File: src/rtl/spiflash_arb.sv
// Two-requester round-robin arbiter in front of a single SPI flash word reader.
// Keeps a one-word last-read buffer and bounds each flash access with a timeout.
module spiflash_arb #(
    parameter int TIMEOUT  = 4095,
    parameter bit CACHE_EN = 1'b1
) (
    input  logic        clk,
    input  logic        reset,
    input  logic        m0_valid,
    input  logic [31:0] m0_addr,
    output logic [31:0] m0_rdata,
    output logic        m0_ready,
    input  logic        m1_valid,
    input  logic [31:0] m1_addr,
    output logic [31:0] m1_rdata,
    output logic        m1_ready,
    input  logic        inv,
    output logic        f_valid,
    output logic [31:0] f_addr,
    input  logic [31:0] f_rdata,
    input  logic        f_ready,
    output logic        err
);

    typedef enum logic [1:0] {
        S_IDLE,
        S_ISSUE,
        S_RELEASE,
        S_RESP
    } state_t;

    // Timeout fires on the ISSUE cycle whose count is TIMEOUT-1, i.e. after TIMEOUT cycles.
    localparam logic [11:0] TO_LIM = (TIMEOUT > 0) ? 12'(TIMEOUT - 1) : 12'd0;

    state_t      state_reg, state_next;
    logic        gnt_reg, gnt_next;
    logic        last_gnt_reg, last_gnt_next;
    logic [21:0] tag_reg, tag_next;
    logic [31:0] data_reg, data_next;
    logic [11:0] cnt_reg, cnt_next;
    logic        buf_valid_reg, buf_valid_next;
    logic [21:0] buf_tag_reg, buf_tag_next;
    logic [31:0] buf_data_reg, buf_data_next;
    logic        f_valid_reg, f_valid_next;
    logic [31:0] f_addr_reg, f_addr_next;
    logic        err_reg, err_next;
    logic [1:0]  ready_reg, ready_next;
    logic [31:0] rdata_reg  [2];
    logic [31:0] rdata_next [2];

    logic [1:0]  req_valid;
    logic        pick;
    logic [21:0] sel_tag;
    logic        hit;

    logic unused_addr_bits;
    assign unused_addr_bits = ^{m0_addr[31:24], m0_addr[1:0], m1_addr[31:24], m1_addr[1:0]};

    // A requester whose ready is pulsing this cycle still holds valid; mask it to avoid a re-grant.
    assign req_valid = {m1_valid, m0_valid} & ~ready_reg;

    always_comb begin
        pick = 1'b0;
        if (req_valid == 2'b11) begin
            pick = ~last_gnt_reg;
        end else if (req_valid[1]) begin
            pick = 1'b1;
        end
        sel_tag = pick ? m1_addr[23:2] : m0_addr[23:2];
        hit     = CACHE_EN && buf_valid_reg && (buf_tag_reg == sel_tag) && !inv;
    end

    always_comb begin
        state_next     = state_reg;
        gnt_next       = gnt_reg;
        last_gnt_next  = last_gnt_reg;
        tag_next       = tag_reg;
        data_next      = data_reg;
        cnt_next       = cnt_reg;
        buf_valid_next = buf_valid_reg;
        buf_tag_next   = buf_tag_reg;
        buf_data_next  = buf_data_reg;
        f_valid_next   = f_valid_reg;
        f_addr_next    = f_addr_reg;
        err_next       = err_reg;
        ready_next     = 2'b00;
        rdata_next     = rdata_reg;

        case (state_reg)
            S_IDLE: begin
                if (req_valid != 2'b00) begin
                    gnt_next    = pick;
                    tag_next    = sel_tag;
                    f_addr_next = {8'h00, sel_tag, 2'b00};
                    if (hit) begin
                        data_next  = buf_data_reg;
                        state_next = S_RESP;
                    end else begin
                        f_valid_next = 1'b1;
                        cnt_next     = 12'd0;
                        state_next   = S_ISSUE;
                    end
                end
            end
            S_ISSUE: begin
                if (f_ready) begin
                    data_next      = f_rdata;
                    f_valid_next   = 1'b0;
                    buf_tag_next   = tag_reg;
                    buf_data_next  = f_rdata;
                    buf_valid_next = CACHE_EN;
                    state_next     = S_RELEASE;
                end else if (cnt_reg >= TO_LIM) begin
                    err_next     = 1'b1;
                    data_next    = 32'hFFFF_FFFF;
                    f_valid_next = 1'b0;
                    state_next   = S_RELEASE;
                end else if (cnt_reg != 12'hFFF) begin
                    cnt_next = cnt_reg + 12'd1;
                end
            end
            S_RELEASE: begin
                if (!f_ready) begin
                    state_next = S_RESP;
                end
            end
            S_RESP: begin
                ready_next[gnt_reg] = 1'b1;
                rdata_next[gnt_reg] = data_reg;
                last_gnt_next       = gnt_reg;
                state_next          = S_IDLE;
            end
            default: state_next = S_IDLE;
        endcase

        // Invalidate has priority over a same-cycle buffer load.
        if (inv) begin
            buf_valid_next = 1'b0;
        end
    end

    always_ff @(posedge clk) begin
        if (reset) begin
            state_reg     <= S_IDLE;
            gnt_reg       <= 1'b0;
            last_gnt_reg  <= 1'b1;
            tag_reg       <= '0;
            data_reg      <= '0;
            cnt_reg       <= '0;
            buf_valid_reg <= 1'b0;
            buf_tag_reg   <= '0;
            buf_data_reg  <= '0;
            f_valid_reg   <= 1'b0;
            f_addr_reg    <= '0;
            err_reg       <= 1'b0;
            ready_reg     <= 2'b00;
            rdata_reg[0]  <= '0;
            rdata_reg[1]  <= '0;
        end else begin
            state_reg     <= state_next;
            gnt_reg       <= gnt_next;
            last_gnt_reg  <= last_gnt_next;
            tag_reg       <= tag_next;
            data_reg      <= data_next;
            cnt_reg       <= cnt_next;
            buf_valid_reg <= buf_valid_next;
            buf_tag_reg   <= buf_tag_next;
            buf_data_reg  <= buf_data_next;
            f_valid_reg   <= f_valid_next;
            f_addr_reg    <= f_addr_next;
            err_reg       <= err_next;
            ready_reg     <= ready_next;
            rdata_reg[0]  <= rdata_next[0];
            rdata_reg[1]  <= rdata_next[1];
        end
    end

    assign m0_ready = ready_reg[0];
    assign m1_ready = ready_reg[1];
    assign m0_rdata = rdata_reg[0];
    assign m1_rdata = rdata_reg[1];
    assign f_valid  = f_valid_reg;
    assign f_addr   = f_addr_reg;
    assign err      = err_reg;

endmodule

File: config.mk
export PLATFORM = sky130hd
export DESIGN_NAME = spiflash_arb
export DESIGN_NICKNAME = d
export VERILOG_FILES = /design/src/rtl/spiflash_arb.sv
export SDC_FILE = /design/constraint.sdc
export NUM_CORES = 1
export LEC_CHECK = 0
export ABC_AREA = 0
export CAP_MARGIN = 10
export CORE_MARGIN = 5
export CORE_UTILIZATION = 49
export CTS_CLUSTER_DIAMETER = 200
export DETAILED_ROUTE_END_ITERATION = 8
export PLACE_DENSITY = 0.79
export SYNTH_ARGS = -nofsm -noshare
export SYNTH_HDL_FRONTEND = slang
export SYNTH_SLANG_ARGS = --single-unit
File: constraint.sdc
create_clock -name clk -period 3.45 [get_ports clk]
set_input_delay 0.5175 -clock clk [delete_from_list [all_inputs] [get_ports clk]]
set_output_delay 0.5175 -clock clk [all_outputs]
set_load 0.02 [all_outputs]
; Yosys cells after proc, flatten, opt, wreduce, memory -nomap -nowiden
; Index checks and enable logic that the tools add are counted.
; Widths: inputs -> output; s select.
[word_totals]
regBits = 193
input_bits = 102
out_inout_bits = 100
[classes]
add_sub_neg = 1
magnitude_cmp = 5
n_eq_ne = 14
mux = 30
n_bitwise = 6
reduce_logical = 17
[ops]
columns = op, count
row1 = $mux 32, 5
row2 = $bwmux 64, 1
row3 = $pmux 32 s2, 1
row4 = $mux 12, 5
row5 = $demux 32 s1, 1
row6 = $pmux 12 s2, 1
row7 = $eq 22x22->1, 1
row8 = $mux 22, 1
row9 = $ne 2x2->1 const B, 7
row10 = $add 12x1->12 const B, 1
row11 = $ge 12x12->1 const B, 1
row12 = $ne 12x12->1 const B, 1
row13 = $mux 2, 5
row14 = $pmux 2 s4, 1
row15 = $reduce_and 4->1, 2
row16 = $mux 1, 7
row17 = $eq 2x2->1 const B, 3
row18 = $reduce_and 3->1, 2
row19 = $reduce_and 6->1, 1
row20 = $logic_and 1x1->1, 4
row21 = $reduce_and 2->1, 2
row22 = $reduce_bool 2->1, 2
row23 = $reduce_or 2->1, 2
row24 = $ne 3x3->1 const B, 1
row25 = 13 further kinds, 15

; Logic depth before layout (Yosys ltp)
[depth]
word_depth = 11
depth_mapped = 10
depth_no_buf = 9

; Worst setup path after synthesis
; No wires, ideal clock.
[synth_timing]
path_type = input-to-reg
startpoint = in m0_valid
endpoint = reg data_reg[30]
arrival_ns = 2.505
path_slack_ns = 0.875
cell_stages = 10
path_cell_list = nand3b_1 > clkbuf_4 > nand3_2 > and3_1 > or2_4 > nor4_4 > a41oi_4 > buf_6 > or3_1 > a21oi_1
[synth_between]
elab_chain_len = 9
elab_cells_between_ends = 11
classes_between = eq/ne (4) / mux (2) / bitwise (1) / reduce/logical (4)
[synth_lines]
columns = element, line_no
row1 = "start, declared", 9  ; input logic m0_valid,
row2 = $and 2x2->2 *, 60  ; assign req_valid = {m1_valid, m0_valid} & ~ready_reg;
row3 = $eq 2x2->1, 64  ; if (req_valid == 2'b11) begin
row4 = $mux 1, 64
row5 = $mux 22, 69  ; sel_tag = pick ? m1_addr[23:2] : m0_addr[23:2];
row6 = $eq 22x22->1, 70  ; hit = CACHE_EN && buf_valid_reg && (buf_tag_reg == sel_tag) && !inv;
row7 = $logic_and 1x1->1 (2 in series), 70
row8 = $ne 2x2->1 (no line), -
row9 = $reduce_and 4->1 (no line) *, -
row10 = "end signal, assigned", 164  ; data_reg <= data_next;
row11 = "end, declared", 39  ; logic [31:0] data_reg, data_next;
; Mark *: on every way between the ends. The rest lies on a longest branch, timed or not.
; A chain may end at the register's enable or synchronous reset.

; Worst setup path in the final report
[layout_timing]
startpoint = in m0_valid
endpoint = reg data_reg[3]
; The elaborated chain is that of the path after synthesis.

==> results.json <==
{
  "status": "completed",
  "grt_use_total_pct": 23.1,
  "rsz0062_at_grt": "false",
  "cts_max_path_buffers": 2,
  "cp_max_fo": 29,
  "synthTopCellsByCount": "193 x dfxtp_1, 191 x nand2_1, 134 x a21oi_1, 66 x clkbuf_1, 40 x nand3_1",
  "synthTopCellsByArea": "dfxtp_1 47%, nand2_1 8.8%, a21oi_1 8.2%",
  "yosysTopAreaCell": "dfxtp_1",
  "drc_errors": 0,
  "grt_overflow_total": 0,
  "finalSetupViolCount": 0,
  "setup_tns_ns": 0,
  "yosysMostFrequentCell": "dfxtp_1",
  "grt_max_degree": 73,
  "wl_mm": 22.6,
  "post_cts_buffers": 0,
  "die_area_sq_mm": 0.0194,
  "crit_chain": "clkdlybuf4s50_1 -> and3b_2 -> buf_12 -> o21ai_2 -> a21boi_1 -> o211ai_1 -> nor4_2 -> buf_4 -> a41oi_4 -> buf_12 -> or3_1 -> a21oi_1",
  "initial_core_util_pct": 49.7,
  "io_buffers": 171,
  "max_freq_mhz": 320,
  "grt_pass1_vias": 7309,
  "drv_slew": 0,
  "drive_gt1_share_pct": 6.94,
  "hold_buffers": 0,
  "fill_cells": 1414,
  "register_area_sq_mm": 0.00386,
  "insertion_delay_ns": 0.43,
  "num_vias": 7724,
  "fin_crit_sh_pct": 90.6,
  "maxCapViolCount": 0,
  "vdd_drop_max_v": 0.000422,
  "worst_setup_path_end_kind": "register",
  "synth-warning-count": 0,
  "synth_area_per_cell_sq_um": 8.27,
  "worst_pin_slew_ns": 0.995,
  "p_per_area_mw_per_mm2": 648,
  "synth-edff-count": 0,
  "drtAntennaViolNets": 0,
  "slew_headroom_pct": 33.4,
  "hp-class": "register to register",
  "cts-buffers-inserted": 17,
  "htree_levels": 4,
  "cts_sinks": 193,
  "pre_cts_ws_ns": -0.0693,
  "async_flop_share_pct": 0,
  "grt_pass1_wl_mm": 37.0,
  "multi_input_area_sq_mm": 0.00392,
  "p_leak_nw": 3.76,
  "ys_ff_latch": 193,
  "clk_pin_slew_worst_paths_ns": 0.07,
  "yosysSeqAreaShare_pct": 47.3,
  "synth_top_cell_area_share_pct": 47.3,
  "fin_ws_ns": 0.325,
  "place_congestion": 0.871,
  "fp.dieH_microns": 139,
  "cp.arrival_ns": 3.48,
  "period_needed_ns": 3.13,
  "first_pass_iters": 5,
  "fin_skew_ns": 0.00877,
  "diodes": 0,
  "antenna_found_initial": 0,
  "crit_required_ns": 3.80,
  "area_growth_pct": 30.9,
  "num-nets-final": 1235,
  "hold_viol": 0,
  "drt-initial-drc-count": 614,
  "ioPinCount": 202,
  "startpoint_type": "input pin",
  "netlist_instances": 989,
  "ys_types": 57,
  "die_w_microns": 139,
  "synth_flop_cell": "dfxtp_1",
  "coreArea_sq_mm": 0.0165,
  "viasPerCell": 5.68,
  "synth_area_sq_mm": 0.00818,
  "cts_tree": "yes",
  "avgRoutedWirePerCell_microns": 16.6,
  "ctsResizeCount": 0,
  "cts_root_buffer": "clkbuf_16",
  "hpwl_mm": 15.0,
  "cpMostUsedCell": "buf_12",
  "row_count": 47,
  "critical_path.slowest_cell": "clkdlybuf4s50_1",
  "slowest_delay_ns": 0.51,
  "critPathKind": "input pin to register"
}
## power breakdown
group	total (mW)	internal [mW]	switching, mW
registers	2.68	2.49	0.190
clock network	2.05	1.13	0.923
logic	2.20	0.867	1.33
## worst paths after layout
check,slack [ns],start,cells past startpoint,endpoint
max reg2reg,0.57,ready_reg[0],11,data_reg[3]
min reg2reg,0.46,m0_rdata[15],2,m0_rdata[15]
max,0.32,m0_valid,12,data_reg[3]
min,0.46,m0_rdata[15],2,m0_rdata[15]
## cell usage in the layout, fill, tap and decap left out, types with 4 or more instances in the layout
| master | synthesis | final |
|---|---|---|
| inv_1 | 8 | 8 |
| buf_12 | 0 | 6 |
| nor4_1 | 12 | 12 |
| and3_1 | 15 | 15 |
| o21ai_1 | 23 | 22 |
| nand2_1 | 191 | 190 |
| buf_4 | 10 | 23 |
| or3_1 | 33 | 33 |
| o21ai_0 | 39 | 39 |
| and4_1 | 4 | 4 |
| inv_8 | 0 | 5 |
| inv_6 | 0 | 4 |
| ha_1 | 7 | 7 |
| conb_1 | 1 | 10 |
| nand3_1 | 40 | 40 |
| clkbuf_16 | 0 | 17 |
| dfxtp_1 | 193 | 193 |
| nor2_1 | 31 | 30 |
| a311oi_1 | 23 | 23 |
| a22o_1 | 32 | 32 |
| o22ai_1 | 32 | 32 |
| a21oi_1 | 134 | 133 |
| nand4_1 | 11 | 11 |
| nor3_1 | 8 | 8 |
| a21o_1 | 11 | 11 |
| clkdlybuf4s50_1 | 0 | 170 |
| a32o_1 | 5 | 5 |
## cell type report
| type | count | share of cell area [%] |
|---|---|---|
| repair buffers | 199 | 18.6 |
| inverters | 8 | 0.281 |
| clock inverters | 14 | 1.71 |
| clock buffers | 18 | 4.10 |
| flip-flops and latches | 193 | 36.1 |
| well taps | 220 | 2.57 |
| multi-input cells | 707 | 36.6 |
## worst max-delay path: cells and delay by family
kind	cells	cell delay, ns
compound gates	5	0.77
buf+inv	4	1.09
simple gates	3	1.09
## metrics by stage
stage / std cells / area (sq um) / hold slack [ns] / total power, mW / util, %
4_1_cts: 1359 / 10700 / 0.456 / 6.96 / 65.0
3_3_place_gp: 1327 / 10100 / 0.441 / 4.86 / 61.2
2_1_floorplan: 998 / 8210 / 0.436 / 4.14 / -
6_report: 1359 / 10700 / 0.456 / 6.93 / 65.0
5_1_grt: 1359 / 10700 / 0.476 / 7.31 / 65.0
3_5_place_dp: 1327 / 10100 / 0.446 / 4.90 / 61.2
## metal layers
metal,global-route usage [%],part of all wire [%],up-vias
met5,0,0,-
met4,8.91,2.8,0
met3,5.24,6.0,44
met2,37.8,48,242
met1,29.7,43,3634
li1,-,-,3804
## cell families after synthesis
family	count (synthesis)	synth area share (%)
AND/OR/NAND/NOR	369	21.6
AO/OA/AOI/OAI	320	24.3
flip-flops	193	47.3
buffers and inverters	98	5.57
adder cells (fa/ha/maj)	7	1.07
multiplexers	1	0.122
other	1	0.0459
No activity file was read; power rests on OpenSTA's default activity.
